==> src/rtl/uart_host_pkg.sv <==
// Shared constants for the host-side serial adapter: host-port address map,
// status bit position and FSM encodings.
package uart_host_pkg;

  localparam int unsigned HOST_DW    = 32;
  localparam int unsigned HOST_AW    = 3;
  localparam int unsigned HOST_VALID = 31;

  localparam logic [HOST_AW-1:0] HOST_TXPOP  = 3'b000;
  localparam logic [HOST_AW-1:0] HOST_RXSTAT = 3'b100;
  localparam logic [HOST_AW-1:0] HOST_RXPUSH = 3'b100;

  // Host-port FSM
  localparam logic [1:0] ST_IDLE   = 2'd0;
  localparam logic [1:0] ST_TXPOP  = 2'd1;
  localparam logic [1:0] ST_RXSTAT = 2'd2;
  localparam logic [1:0] ST_RXPUSH = 2'd3;

  // Serial receiver FSM
  localparam logic [2:0] RX_IDLE  = 3'd0;
  localparam logic [2:0] RX_START = 3'd1;
  localparam logic [2:0] RX_DATA  = 3'd2;
  localparam logic [2:0] RX_STOP  = 3'd3;
  localparam logic [2:0] RX_WAIT  = 3'd4;

  // start + 8 data + stop
  localparam int unsigned TX_BITS = 10;

endpackage

==> src/rtl/uart_host_serial_if.sv <==
// Console UART host-port bundle; the adapter is the master, the UART the slave.
interface uart_host_serial_if;
  import uart_host_pkg::*;

  logic               uarthostreq;
  logic [HOST_AW-1:0] uarthostaddr;
  logic               uarthostwr;
  logic [HOST_DW-1:0] uarthostwdata;
  logic               uarthostack;
  logic [HOST_DW-1:0] uarthostrdata;

  modport master (
    output uarthostreq, uarthostaddr, uarthostwr, uarthostwdata,
    input  uarthostack, uarthostrdata
  );

  modport slave (
    input  uarthostreq, uarthostaddr, uarthostwr, uarthostwdata,
    output uarthostack, uarthostrdata
  );
endinterface

==> src/rtl/uart_serrx.sv <==
// 8N1 serial receiver: 2-flop synchronizer, mid-bit sampling, framing-error
// detection. Emits a one-cycle byte valid or framing-error pulse.
module uart_serrx
  import uart_host_pkg::*;
#(
  parameter int unsigned CLKDIV  = 434,
  parameter int unsigned CLKDIVW = 16
) (
  input  logic       clk,
  input  logic       busrstn,
  input  logic       rxd,
  output logic [7:0] rx_byte,
  output logic       rx_valid,
  output logic       rx_ferr
);

  localparam logic [CLKDIVW-1:0] BIT_LAST  = CLKDIVW'(CLKDIV - 1);
  localparam logic [CLKDIVW-1:0] HALF_LAST = CLKDIVW'(CLKDIV / 2 - 1);
  localparam logic [CLKDIVW-1:0] CNT_ONE   = CLKDIVW'(1);

  logic               sync1_q, sync1_d;
  logic               sync2_q, sync2_d;
  logic               sync3_q, sync3_d;
  logic [2:0]         state_q, state_d;
  logic [CLKDIVW-1:0] cnt_q, cnt_d;
  logic [2:0]         bitn_q, bitn_d;
  logic [7:0]         shift_q, shift_d;
  logic               valid_q, valid_d;
  logic               ferr_q, ferr_d;
  logic               cnt_wrap;

  always_comb begin
    sync1_d  = rxd;
    sync2_d  = sync1_q;
    sync3_d  = sync2_q;
    state_d  = state_q;
    cnt_d    = cnt_q;
    bitn_d   = bitn_q;
    shift_d  = shift_q;
    valid_d  = 1'b0;
    ferr_d   = 1'b0;
    cnt_wrap = (cnt_q == BIT_LAST);

    case (state_q)
      RX_IDLE: begin
        // falling edge on the synchronized line
        if (!sync2_q && sync3_q) begin
          state_d = RX_START;
          cnt_d   = '0;
        end
      end
      RX_START: begin
        if (cnt_q == HALF_LAST) begin
          cnt_d   = '0;
          bitn_d  = '0;
          state_d = sync2_q ? RX_IDLE : RX_DATA;
        end else begin
          cnt_d = cnt_q + CNT_ONE;
        end
      end
      RX_DATA: begin
        if (cnt_wrap) begin
          cnt_d   = '0;
          shift_d = {sync2_q, shift_q[7:1]};
          if (bitn_q == 3'd7) state_d = RX_STOP;
          else                bitn_d  = bitn_q + 3'd1;
        end else begin
          cnt_d = cnt_q + CNT_ONE;
        end
      end
      RX_STOP: begin
        if (cnt_wrap) begin
          cnt_d = '0;
          if (sync2_q) begin
            valid_d = 1'b1;
            state_d = RX_IDLE;
          end else begin
            ferr_d  = 1'b1;
            state_d = RX_WAIT;
          end
        end else begin
          cnt_d = cnt_q + CNT_ONE;
        end
      end
      RX_WAIT: begin
        // re-arm only once the line has returned to idle
        if (sync2_q) state_d = RX_IDLE;
      end
      default: state_d = RX_IDLE;
    endcase
  end

  always_ff @(posedge clk) begin
    if (!busrstn) begin
      sync1_q <= 1'b1;
      sync2_q <= 1'b1;
      sync3_q <= 1'b1;
      state_q <= RX_IDLE;
      cnt_q   <= '0;
      bitn_q  <= '0;
      shift_q <= '0;
      valid_q <= 1'b0;
      ferr_q  <= 1'b0;
    end else begin
      sync1_q <= sync1_d;
      sync2_q <= sync2_d;
      sync3_q <= sync3_d;
      state_q <= state_d;
      cnt_q   <= cnt_d;
      bitn_q  <= bitn_d;
      shift_q <= shift_d;
      valid_q <= valid_d;
      ferr_q  <= ferr_d;
    end
  end

  assign rx_byte  = shift_q;
  assign rx_valid = valid_q;
  assign rx_ferr  = ferr_q;

endmodule

==> src/rtl/uart_host_serial.sv <==
// Host-side master of the console UART host port: pops TX bytes and shifts
// them out 8N1 on txd, and pushes bytes received on rxd into the RX FIFO.
module uart_host_serial
  import uart_host_pkg::*;
#(
  parameter int unsigned CLKDIV  = 434,
  parameter int unsigned CLKDIVW = 16
) (
  input  logic                clk,
  input  logic                busrstn,
  uart_host_serial_if.master  host,
  output logic                txd,
  input  logic                rxd,
  output logic                rxovr,
  output logic                rxferr
);

  localparam logic [CLKDIVW-1:0] BIT_LAST = CLKDIVW'(CLKDIV - 1);
  localparam logic [CLKDIVW-1:0] CNT_ONE  = CLKDIVW'(1);
  localparam logic [3:0]         BIT_STOP = 4'(TX_BITS - 1);

  logic [1:0]         state_q, state_d;
  logic               req_q, req_d;
  logic               wr_q, wr_d;
  logic [HOST_AW-1:0] addr_q, addr_d;
  logic [HOST_DW-1:0] wdata_q, wdata_d;
  logic               txd_q, txd_d;
  logic               tx_busy_q, tx_busy_d;
  logic [8:0]         tx_shift_q, tx_shift_d;
  logic [CLKDIVW-1:0] tx_cnt_q, tx_cnt_d;
  logic [3:0]         tx_bit_q, tx_bit_d;
  logic               hold_full_q, hold_full_d;
  logic [7:0]         hold_byte_q, hold_byte_d;
  logic               rxovr_q, rxovr_d;

  logic               ack;
  logic [HOST_DW-1:0] rdata;
  logic               unused_rdata;
  logic               tx_start;
  logic               hold_clr;
  logic [7:0]         rx_byte;
  logic               rx_valid;
  logic               rx_ferr;

  assign ack          = host.uarthostack;
  assign rdata        = host.uarthostrdata;
  assign unused_rdata = ^rdata[HOST_VALID-1:8];

  uart_serrx #(
    .CLKDIV  (CLKDIV),
    .CLKDIVW (CLKDIVW)
  ) u_serrx (
    .clk      (clk),
    .busrstn  (busrstn),
    .rxd      (rxd),
    .rx_byte  (rx_byte),
    .rx_valid (rx_valid),
    .rx_ferr  (rx_ferr)
  );

  // Host-port FSM: RX holding register drains before TX is polled
  always_comb begin
    state_d  = state_q;
    req_d    = 1'b0;
    wr_d     = 1'b0;
    addr_d   = addr_q;
    wdata_d  = wdata_q;
    tx_start = 1'b0;
    hold_clr = 1'b0;

    case (state_q)
      ST_IDLE: begin
        if (hold_full_q) begin
          req_d   = 1'b1;
          addr_d  = HOST_RXSTAT;
          wdata_d = '0;
          state_d = ST_RXSTAT;
        end else if (!tx_busy_q) begin
          req_d   = 1'b1;
          addr_d  = HOST_TXPOP;
          wdata_d = '0;
          state_d = ST_TXPOP;
        end
      end
      ST_TXPOP: begin
        if (ack) begin
          tx_start = rdata[HOST_VALID];
          state_d  = ST_IDLE;
        end
      end
      ST_RXSTAT: begin
        if (ack) begin
          if (rdata[HOST_VALID]) begin
            req_d   = 1'b1;
            wr_d    = 1'b1;
            addr_d  = HOST_RXPUSH;
            wdata_d = {24'h0, hold_byte_q};
            state_d = ST_RXPUSH;
          end else begin
            state_d = ST_IDLE;
          end
        end
      end
      ST_RXPUSH: begin
        if (ack) begin
          hold_clr = 1'b1;
          state_d  = ST_IDLE;
        end
      end
      default: state_d = ST_IDLE;
    endcase
  end

  // TX shifter: stop bit sits in the top of the shifter so it falls out last
  always_comb begin
    txd_d      = txd_q;
    tx_busy_d  = tx_busy_q;
    tx_shift_d = tx_shift_q;
    tx_cnt_d   = tx_cnt_q;
    tx_bit_d   = tx_bit_q;

    if (tx_start) begin
      tx_busy_d  = 1'b1;
      txd_d      = 1'b0;
      tx_shift_d = {1'b1, rdata[7:0]};
      tx_cnt_d   = '0;
      tx_bit_d   = '0;
    end else if (tx_busy_q) begin
      if (tx_cnt_q == BIT_LAST) begin
        tx_cnt_d = '0;
        if (tx_bit_q == BIT_STOP) begin
          tx_busy_d = 1'b0;
        end else begin
          tx_bit_d   = tx_bit_q + 4'd1;
          txd_d      = tx_shift_q[0];
          tx_shift_d = {1'b1, tx_shift_q[8:1]};
        end
      end else begin
        tx_cnt_d = tx_cnt_q + CNT_ONE;
      end
    end
  end

  // Holding register: a push completing this cycle frees the slot for a new byte
  always_comb begin
    hold_full_d = hold_full_q;
    hold_byte_d = hold_byte_q;
    rxovr_d     = 1'b0;

    if (rx_valid) begin
      if (hold_full_q && !hold_clr) begin
        rxovr_d = 1'b1;
      end else begin
        hold_full_d = 1'b1;
        hold_byte_d = rx_byte;
      end
    end else if (hold_clr) begin
      hold_full_d = 1'b0;
    end
  end

  always_ff @(posedge clk) begin
    if (!busrstn) begin
      state_q     <= ST_IDLE;
      req_q       <= 1'b0;
      wr_q        <= 1'b0;
      addr_q      <= '0;
      wdata_q     <= '0;
      txd_q       <= 1'b1;
      tx_busy_q   <= 1'b0;
      tx_shift_q  <= '1;
      tx_cnt_q    <= '0;
      tx_bit_q    <= '0;
      hold_full_q <= 1'b0;
      hold_byte_q <= '0;
      rxovr_q     <= 1'b0;
    end else begin
      state_q     <= state_d;
      req_q       <= req_d;
      wr_q        <= wr_d;
      addr_q      <= addr_d;
      wdata_q     <= wdata_d;
      txd_q       <= txd_d;
      tx_busy_q   <= tx_busy_d;
      tx_shift_q  <= tx_shift_d;
      tx_cnt_q    <= tx_cnt_d;
      tx_bit_q    <= tx_bit_d;
      hold_full_q <= hold_full_d;
      hold_byte_q <= hold_byte_d;
      rxovr_q     <= rxovr_d;
    end
  end

  assign host.uarthostreq   = req_q;
  assign host.uarthostwr    = wr_q;
  assign host.uarthostaddr  = addr_q;
  assign host.uarthostwdata = wdata_q;
  assign txd                = txd_q;
  assign rxovr              = rxovr_q;
  assign rxferr             = rx_ferr;

endmodule

==> src/flat_wrapper.sv <==
// flat-port wrapper written by rule: the top's interface ports become plain ports
module uart_host_serial_flat import uart_host_pkg::*;
#(
  parameter int unsigned CLKDIV  = 434,
  parameter int unsigned CLKDIVW = 16
)
  (clk, busrstn, txd, rxd, rxovr, rxferr, host_uarthostreq, host_uarthostaddr, host_uarthostwr, host_uarthostwdata, host_uarthostack, host_uarthostrdata);
  uart_host_serial_if host_i ();
  input  logic clk;
  input  logic busrstn;
  output logic txd;
  input  logic rxd;
  output logic rxovr;
  output logic rxferr;
  output wire logic [$bits(host_i.uarthostreq)-1:0] host_uarthostreq;
  output wire logic [$bits(host_i.uarthostaddr)-1:0] host_uarthostaddr;
  output wire logic [$bits(host_i.uarthostwr)-1:0] host_uarthostwr;
  output wire logic [$bits(host_i.uarthostwdata)-1:0] host_uarthostwdata;
  input wire logic [$bits(host_i.uarthostack)-1:0] host_uarthostack;
  input wire logic [$bits(host_i.uarthostrdata)-1:0] host_uarthostrdata;
  assign host_uarthostreq = host_i.uarthostreq;
  assign host_uarthostaddr = host_i.uarthostaddr;
  assign host_uarthostwr = host_i.uarthostwr;
  assign host_uarthostwdata = host_i.uarthostwdata;
  assign host_i.uarthostack = host_uarthostack;
  assign host_i.uarthostrdata = host_uarthostrdata;
  uart_host_serial #(.CLKDIV(CLKDIV), .CLKDIVW(CLKDIVW)) u_core (.clk(clk), .busrstn(busrstn), .host(host_i), .txd(txd), .rxd(rxd), .rxovr(rxovr), .rxferr(rxferr));
endmodule
==> config.mk <==
export PLATFORM = sky130hd
export DESIGN_NAME = uart_host_serial_flat
export DESIGN_NICKNAME = d
export VERILOG_FILES = /design/src/rtl/uart_host_pkg.sv /design/src/rtl/uart_host_serial_if.sv /design/src/rtl/uart_serrx.sv /design/src/rtl/uart_host_serial.sv /design/src/flat_wrapper.sv
export SDC_FILE = /design/constraint.sdc
export NUM_CORES = 1
export LEC_CHECK = 0
export CAP_MARGIN = 20
export CELL_PAD_IN_SITES_DETAIL_PLACEMENT = 1
export CELL_PAD_IN_SITES_GLOBAL_PLACEMENT = 1
export CORE_ASPECT_RATIO = 1.1
export CORE_UTILIZATION = 40
export CTS_CLUSTER_SIZE = 16
export DETAILED_ROUTE_END_ITERATION = 8
export PLACE_DENSITY_LB_ADDON = 0.08
export SLEW_MARGIN = 10
export SYNTH_ARGS = -nofsm -noshare
export SYNTH_HDL_FRONTEND = slang
export SYNTH_SLANG_ARGS = --single-unit
==> constraint.sdc <==
create_clock -name clk -period 2.5 [get_ports clk]
set_input_delay 0.375 -clock clk [delete_from_list [all_inputs] [get_ports clk]]
set_output_delay 0.375 -clock clk [all_outputs]
set_load 0.01 [all_outputs]
==> impl_metrics.env, run 1 <==
export IMPL_run_status="completed"
export IMPL_crit_fanout=18
export IMPL_cts_hold_buf=0
export IMPL_combinational_family_with_the_most_area_after_synthesis="simple AND/OR/NAND/NOR gates"
export IMPL_grt_pass1_vias=3188
export IMPL_post_route_cells_drive_above_1_share_pct=8.62
export IMPL_grt_antenna_before_repair=0
export IMPL_synthXorXnorAreaFrac_pct=3.97
export IMPL_critical_path_arrival_ns=2.43
export IMPL_asyncSetResetFlopFracSynth_pct=0
export IMPL_post_synth_edffs=0
export IMPL_cp_slowest_cell="sky130_fd_sc_hd__a22o_1"
export IMPL_synth_main_ff_cell="sky130_fd_sc_hd__dfxtp_1"
export IMPL_cts_num_sinks=88
export IMPL_max_clock_freq_mhz=468
export IMPL_post_synth_instance_area_um2=4200
export IMPL_routed_via_count=3195
export IMPL_hold_worst_slack_ns=0.423
export IMPL_timing_critical_path_required_ns=2.79
export IMPL_synth_top_cells_by_area="sky130_fd_sc_hd__dfxtp_1 (42%), sky130_fd_sc_hd__mux2i_1 (5.7%), sky130_fd_sc_hd__buf_4 (4.8%), sky130_fd_sc_hd__nor2_1 (3.3%), sky130_fd_sc_hd__nor2b_1 (3.0%)"
export IMPL_totalNegativeSetupSlack_ns=0
export IMPL_synthMuxAreaShare_pct=6.35
export IMPL_ys_seq_area_share_pct=42.0
export IMPL_filler_cell_count=1177
export IMPL_post_synth_and_or_nand_nor_area_fraction_pct=24.8
export IMPL_drt_pre_antenna_iters=4
export IMPL_ys_warn_count=0
export IMPL_synth_compound_area_share_pct=11.5
export IMPL_clk_pin_slew_ns=0.09
export IMPL_die_width_um=99.6
export IMPL_reg2reg_depth=5
export IMPL_core_area_um2=10000
export IMPL_groute_usage_overall_pct=17.9
export IMPL_path_cells="inv_1 > nor4b_1 > a22o_1 > a31oi_1 > a31oi_1"
export IMPL_drcViolationCount=0
export IMPL_synth_adder_area_share_pct=2.68
export IMPL_post_synth_most_frequent_cells="sky130_fd_sc_hd__dfxtp_1 (88), sky130_fd_sc_hd__nor2_1 (37), sky130_fd_sc_hd__buf_4 (27), sky130_fd_sc_hd__nand2_1 (26), sky130_fd_sc_hd__mux2i_1 (24)"
export IMPL_max_vdd_ir_drop_mv=0.368
export IMPL_level_count_of_the_clock_h_tree=3
export IMPL_tritoncts="done"
export IMPL_post_route_worst_setup_slack_ns=0.363
export IMPL_synth_largest_area_cell="sky130_fd_sc_hd__dfxtp_1"
export IMPL_antenna_nets_post_route=0
export IMPL_synth_seq_cells=88
export IMPL_antenna_cells=0
export IMPL_numPortBuffers=26
export IMPL_setup_worst_path_end_class="flip-flop"
export IMPL_final_hold_viol_count=0
export IMPL_design_portCount=76
export IMPL_cts_buffers_inserted=9
export IMPL_final_period_utilization_pct=85.5
export IMPL_fin_worst_skew_ns=0.0115
export IMPL_biggest_cell_delay_along_the_critical_path_ns=0.65
export IMPL_slew_viol_final=0
export IMPL_drt_first_iter_violations=75
export IMPL_num_rows=38
export IMPL_initial_core_util_pct=41.8
export IMPL_maxCapViolCount=0
export IMPL_total_power_w=0.00248
export IMPL_cts_root_to_sink_buffers=2
export IMPL_grt_pass1_wl_mm=15.4
export IMPL_type_of_element_launching_the_critical_path="flip-flop"
export IMPL_power_per_cell_area_nw_per_um2=529
export IMPL_routed_wl_mm=9.04
export IMPL_seqCellArea_um2=1760
export IMPL_die_h_um=109
export IMPL_pin_count_of_the_biggest_net_entering_global_routing=57
export IMPL_critPathMostFrequentCell="sky130_fd_sc_hd__a31oi_1"
export IMPL_post_synth_top_count_cell="sky130_fd_sc_hd__dfxtp_1"
export IMPL_globalRoute_totalOverflow=0
export IMPL_die_area_um2=10900
export IMPL_timing_final_crit_period_ns=2.14
export IMPL_worstMarginPinSlew_ns=0.669
export IMPL_cts_repair_resized=0
export IMPL_worst_skew_pair_late_latency_ns=0.37
export IMPL_slew_headroom_pct=55.3
export IMPL_detailed_place_hpwl_mm=6.35
export IMPL_grt_setup_unrepaired="false"
export IMPL_placement_setup_worst_slack_ns=0.271
export IMPL_cts_setup_buffers=0
export IMPL_cts_root_buf="sky130_fd_sc_hd__clkbuf_8"
export IMPL_leakage_nw=1.81
export IMPL_yosysUniqueCellTypes=64
export IMPL_syn_area_per_cell_um2=9.20
export IMPL_setup_violations_final=0
export IMPL_synth_top_cell_area_share_pct=42.0
export IMPL_min_delay_path_depth=1
export IMPL_timing_setup_critical_path_class="flip-flop to flip-flop"
export IMPL_detail_route_vias_per_cell=5.10
export IMPL_gp_routability_congestion=0.740
export IMPL_worst_hold_path_type="flip-flop to flip-flop"
export IMPL_number_of_nets_in_the_layout=528
export IMPL_areaGrowthSynthToFinish_pct=11.7
export IMPL_multiInputGateArea_um2=2160
export IMPL_wl_per_cell_um=14.4
export IMPL_synthCells=456
## cells by family (layout without fill, tap and decap cells)
logic type               after synthesis  in the layout
AND/OR/NAND/NOR                      177            177
other                                  1             26
AO/OA/AOI/OAI                         70             70
adder cells (fa/ha/maj)                9              9
flip-flops                            88             88
XOR/XNOR                              19             19
buffers and inverters                 66             72
multiplexers                          26             26
## final timing paths
kind	from	end	slack (ns)
max	u_core.u_serrx.state_q[0]	u_core.u_serrx.cnt_q[11]	0.36
min	u_core.u_serrx.sync1_q	u_core.u_serrx.sync2_q	0.42
max reg2reg	u_core.u_serrx.state_q[0]	u_core.u_serrx.cnt_q[11]	0.36
min reg2reg	u_core.u_serrx.sync1_q	u_core.u_serrx.sync2_q	0.42
## per-layer routing
metal  share of wire, %  global-route usage, %
met1                 48                   21.8
met4                1.3                   6.62
met3                2.4                   4.77
met2                 48                   30.3
met5                  0                      0
## metrics by stage
stage               instance area, um2  utilization [%]  instances
finish                            4680             46.7        627
detailed placement                4520             45.1        612
floorplan                         4290                -        481
CTS                               4680             46.7        627
global placement                  4520             45.1        612
global route                      4680             46.7        627
## placed cells by master (no fill, tap or decap), types with 3 or more instances in the layout
cell and count:
sky130_fd_sc_hd__a21oi_1 15, sky130_fd_sc_hd__a22o_1 12, sky130_fd_sc_hd__a31oi_1 12, sky130_fd_sc_hd__and2_1 3
sky130_fd_sc_hd__and3_1 8, sky130_fd_sc_hd__buf_4 9, sky130_fd_sc_hd__clkbuf_8 10, sky130_fd_sc_hd__clkdlybuf4s50_1 25
sky130_fd_sc_hd__conb_1 26, sky130_fd_sc_hd__dfxtp_1 88, sky130_fd_sc_hd__ha_1 9, sky130_fd_sc_hd__inv_1 21
sky130_fd_sc_hd__mux2i_1 24, sky130_fd_sc_hd__nand2_1 26, sky130_fd_sc_hd__nand2b_1 8, sky130_fd_sc_hd__nand3_1 17
sky130_fd_sc_hd__nand3b_1 9, sky130_fd_sc_hd__nand4_1 11, sky130_fd_sc_hd__nor2_1 37, sky130_fd_sc_hd__nor2b_1 20
sky130_fd_sc_hd__nor3_1 4, sky130_fd_sc_hd__o21ai_0 11, sky130_fd_sc_hd__or3_1 5, sky130_fd_sc_hd__xnor2_1 6
sky130_fd_sc_hd__xor2_1 13
## worst max-delay path, delay by kind of cell, from the launching register on
| kind | cells | cell delay [ns] |
|---|---|---|
| AND/OR/NAND/NOR | 1 | 0.51 |
| buffers and inverters | 1 | 0.14 |
| flip-flops | 1 | 0.41 |
| AO/OA/AOI/OAI | 3 | 0.99 |
## state kept, by name, summed over array words and instances, names as in the netlist
signal / cells
u_core.tx_cnt_q: 16
u_core.u_serrx.cnt_q: 16
u_core.hold_byte_q: 8
u_core.host.uarthostwdata: 8
u_core.tx_shift_q: 8
u_core.u_serrx.rx_byte: 8
u_core.tx_bit_q: 4
u_core.u_serrx.bitn_q: 3
u_core.u_serrx.state_q: 3
u_core.state_q: 2
u_core.hold_full_q: 1
u_core.host.uarthostaddr: 1
u_core.host.uarthostreq: 1
u_core.host.uarthostwr: 1
u_core.rxovr: 1
u_core.tx_busy_q: 1
u_core.txd: 1
u_core.u_serrx.rx_ferr: 1
u_core.u_serrx.rx_valid: 1
u_core.u_serrx.sync1_q: 1
u_core.u_serrx.sync2_q: 1
u_core.u_serrx.sync3_q: 1
## where the power goes
group | total (W) | internal [W] | switching, W
combinational | 0.000165 | 0.0000683 | 0.0000967
clock | 0.000881 | 0.000383 | 0.000499
sequential | 0.00143 | 0.00142 | 0.0000169
total | 0.00248 | 0.00187 | 0.000612
## final cells by class
| type | count | share of cell area [%] |
|---|---|---|
| timing repair buffer | 36 | 7.32 |
| clock inverter | 3 | 0.401 |
| sequential | 88 | 37.6 |
| multi-input combinational | 327 | 46.2 |
| clock buffer | 12 | 3.10 |
| tap | 140 | 3.74 |
| inverter | 21 | 1.68 |
Power figures use the tool's default switching activity.
==> inputs of run 2 (changes only) <==
- CORE_ASPECT_RATIO: 1.1 -> 0.5
- clock period: 2.5 -> 2.1 ns (I/O delays scaled with it)
==> impl_metrics.env, run 2 (same netlist as run 1, synthesis figures left out) <==
export IMPL_run_status="completed"
export IMPL_antenna_nets_post_route=0
export IMPL_crit_fanout=12
export IMPL_max_vdd_ir_drop_mv=0.395
export IMPL_cts_root_buf="sky130_fd_sc_hd__clkbuf_16"
export IMPL_number_of_nets_in_the_layout=546
export IMPL_internal_power_w=0.00292
export IMPL_grt_pass1_vias=3352
export IMPL_gr_max_usage_layer="met2"
export IMPL_routed_wl_mm=9.45
export IMPL_min_delay_path_depth=1
export IMPL_largest_registers="u_core.tx_cnt_q: 16 flops, u_core.u_serrx.cnt_q: 16 flops"
export IMPL_wl_per_cell_um=14.7
export IMPL_ff2ff_setup_slack_ns=0.11
export IMPL_crit_reg2reg_launch="u_core.tx_cnt_q[13]"
export IMPL_drt_first_iter_violations=90
export IMPL_fin_worst_skew_ns=0.00624
export IMPL_level_count_of_the_clock_h_tree=3
export IMPL_areaGrowthSynthToFinish_pct=19.8
export IMPL_groute_usage_overall_pct=18.5
export IMPL_timing_final_crit_period_ns=1.99
export IMPL_holdCritStartpoint="u_core.u_serrx.sync1_q"
export IMPL_die_width_um=147
export IMPL_fin_util_pct=51.2
export IMPL_timing_critical_path_required_ns=2.31
export IMPL_drt_pre_antenna_iters=5
export IMPL_endpoint_of_the_worst_slack_reg_to_reg_timing_path="u_core.tx_shift_q[6]"
export IMPL_globalRoute_totalOverflow=0
export IMPL_power_per_cell_area_nw_per_um2=741
export IMPL_power_net_switching_w=0.000800
export IMPL_hold_worst_slack_ns=0.429
export IMPL_timing_setup_critical_path_class="flip-flop to flip-flop"
export IMPL_type_of_element_launching_the_critical_path="flip-flop"
export IMPL_globalRouteMet3Util_pct=4.36
export IMPL_setup_worst_path_end_class="flip-flop"
export IMPL_detail_route_vias_per_cell=5.18
export IMPL_worst_skew_pair_late_latency_ns=0.33
export IMPL_maxCapViolCount=0
export IMPL_worst_hold_path_type="flip-flop to flip-flop"
export IMPL_mostFrequentLayoutCell="sky130_fd_sc_hd__dfxtp_1"
export IMPL_switching_share_pct=21.5
export IMPL_seqPwrFrac_pct=45.9
export IMPL_gp_routability_congestion=0.799
export IMPL_filler_cell_count=1145
export IMPL_numPortBuffers=26
export IMPL_reg2reg_depth=6
export IMPL_die_h_um=74.4
export IMPL_total_power_w=0.00372
export IMPL_num_rows=25
export IMPL_tritoncts="done"
export IMPL_drcViolationCount=0
export IMPL_worstMarginPinSlew_ns=0.711
export IMPL_hold_path_endpoint="u_core.u_serrx.sync2_q"
export IMPL_cts_root_to_sink_buffers=2
export IMPL_cts_num_sinks=88
export IMPL_setup_violations_final=0
export IMPL_slew_headroom_pct=52.5
export IMPL_design_portCount=76
export IMPL_cts_buffers_inserted=9
export IMPL_grt_antenna_before_repair=0
export IMPL_initial_core_util_pct=42.7
export IMPL_critical_path_arrival_ns=2.19
export IMPL_power_frac_comb_pct=5.8
export IMPL_max_clock_freq_mhz=504
export IMPL_slew_viol_final=0
export IMPL_clk_pin_slew_ns=0.07
export IMPL_final_period_utilization_pct=94.6
export IMPL_routed_via_count=3322
export IMPL_gr_usage_met1_pct=21.2
export IMPL_leakage_nw=1.98
export IMPL_detailed_place_hpwl_mm=6.73
export IMPL_clockPowerShare_pct=48.4
export IMPL_dp_cells=624
export IMPL_globalRouteMet2Util_pct=34.4
export IMPL_post_route_cells_drive_above_1_share_pct=12.6
export IMPL_grt_pass1_wl_mm=16.1
export IMPL_die_area_um2=10900
export IMPL_commonest_cells_after_routing_fill_and_taps_aside="sky130_fd_sc_hd__dfxtp_1 (88), sky130_fd_sc_hd__nor2_1 (37)"
export IMPL_antenna_cells=0
export IMPL_post_layout_nonfiller_instances=641
export IMPL_pin_count_of_the_biggest_net_entering_global_routing=56
export IMPL_core_area_um2=9820
export IMPL_final_hold_viol_count=0
[run 2: worst max-delay path by stage]
stage	cells after the start	start	slack [ns]	to
after global routing	6	u_core.u_serrx.cnt_q[12]	-0.001	u_core.u_serrx.state_q[2]
after global placement	6	busrstn	-0.03	u_core.u_serrx.cnt_q[11]
final	6	u_core.tx_cnt_q[13]	0.11	u_core.tx_shift_q[6]
after detailed placement	6	busrstn	-0.10	u_core.u_serrx.cnt_q[13]
after CTS	6	u_core.u_serrx.state_q[0]	0.007	u_core.u_serrx.cnt_q[14]
after floorplan	5	u_core.tx_cnt_q[13]	0.25	u_core.tx_shift_q[0]
[run 2: stage by stage]
stage | worst slack [ns] | setup TNS, ns | cell area [um2]
floorplan | 0.246 | 0 | 4290
global placement | -0.0285 | -0.145 | 4660
detailed placement | -0.101 | -0.850 | 4660
CTS | 0.00675 | 0 | 5000
global route | -0.00123 | -0.00123 | 5020
finish | 0.114 | 0 | 5020
[run 2: final cells by class]
cell class | instances | area (um2) | area share (%)
Clock inverter | 4 | 75.1 | 1.49
Sequential cell | 88 | 1760 | 35.1
Multi-Input combinational cell | 327 | 2180 | 43.4
Clock buffer | 12 | 267 | 5.30
Timing Repair Buffer | 54 | 495 | 9.86
Tap cell | 135 | 169 | 3.36
Inverter | 21 | 78.8 | 1.57
[run 2: routing by layer]
metal | wire length (um) | vias up
met3 | 263 | 18
met1 | 4310 | 1611
li1 | - | 1641
met5 | 0 | -
met2 | 4750 | 52
met4 | 130 | 0
[run 2: repair_timing]
action                     4_1_cts  5_1_grt
resized for setup                0        3
hold buffers                     0        0
buffers inserted                 0        1
setup endpoints to repair        0       29
[run 2: power by group through the flow]
stage,clock [W],sequential [W],combinational (W)
4_1_cts,0.00185,0.00171,0.000216
2_1_floorplan,0,0.00174,0.000170
3_5_place_dp,0,0.00174,0.000214
3_3_place_gp,0,0.00174,0.000206
6_report,0.00180,0.00171,0.000214
5_1_grt,0.00192,0.00171,0.000237
[run 2: critical path, stage by stage (launching register included)]
cell                      delay [ns]
sky130_fd_sc_hd__dfxtp_1        0.35
sky130_fd_sc_hd__or4_4          0.58
sky130_fd_sc_hd__nor4_4         0.38
sky130_fd_sc_hd__nand3_4        0.14
sky130_fd_sc_hd__buf_12         0.17
sky130_fd_sc_hd__mux2i_1        0.17
sky130_fd_sc_hd__a31oi_1        0.06
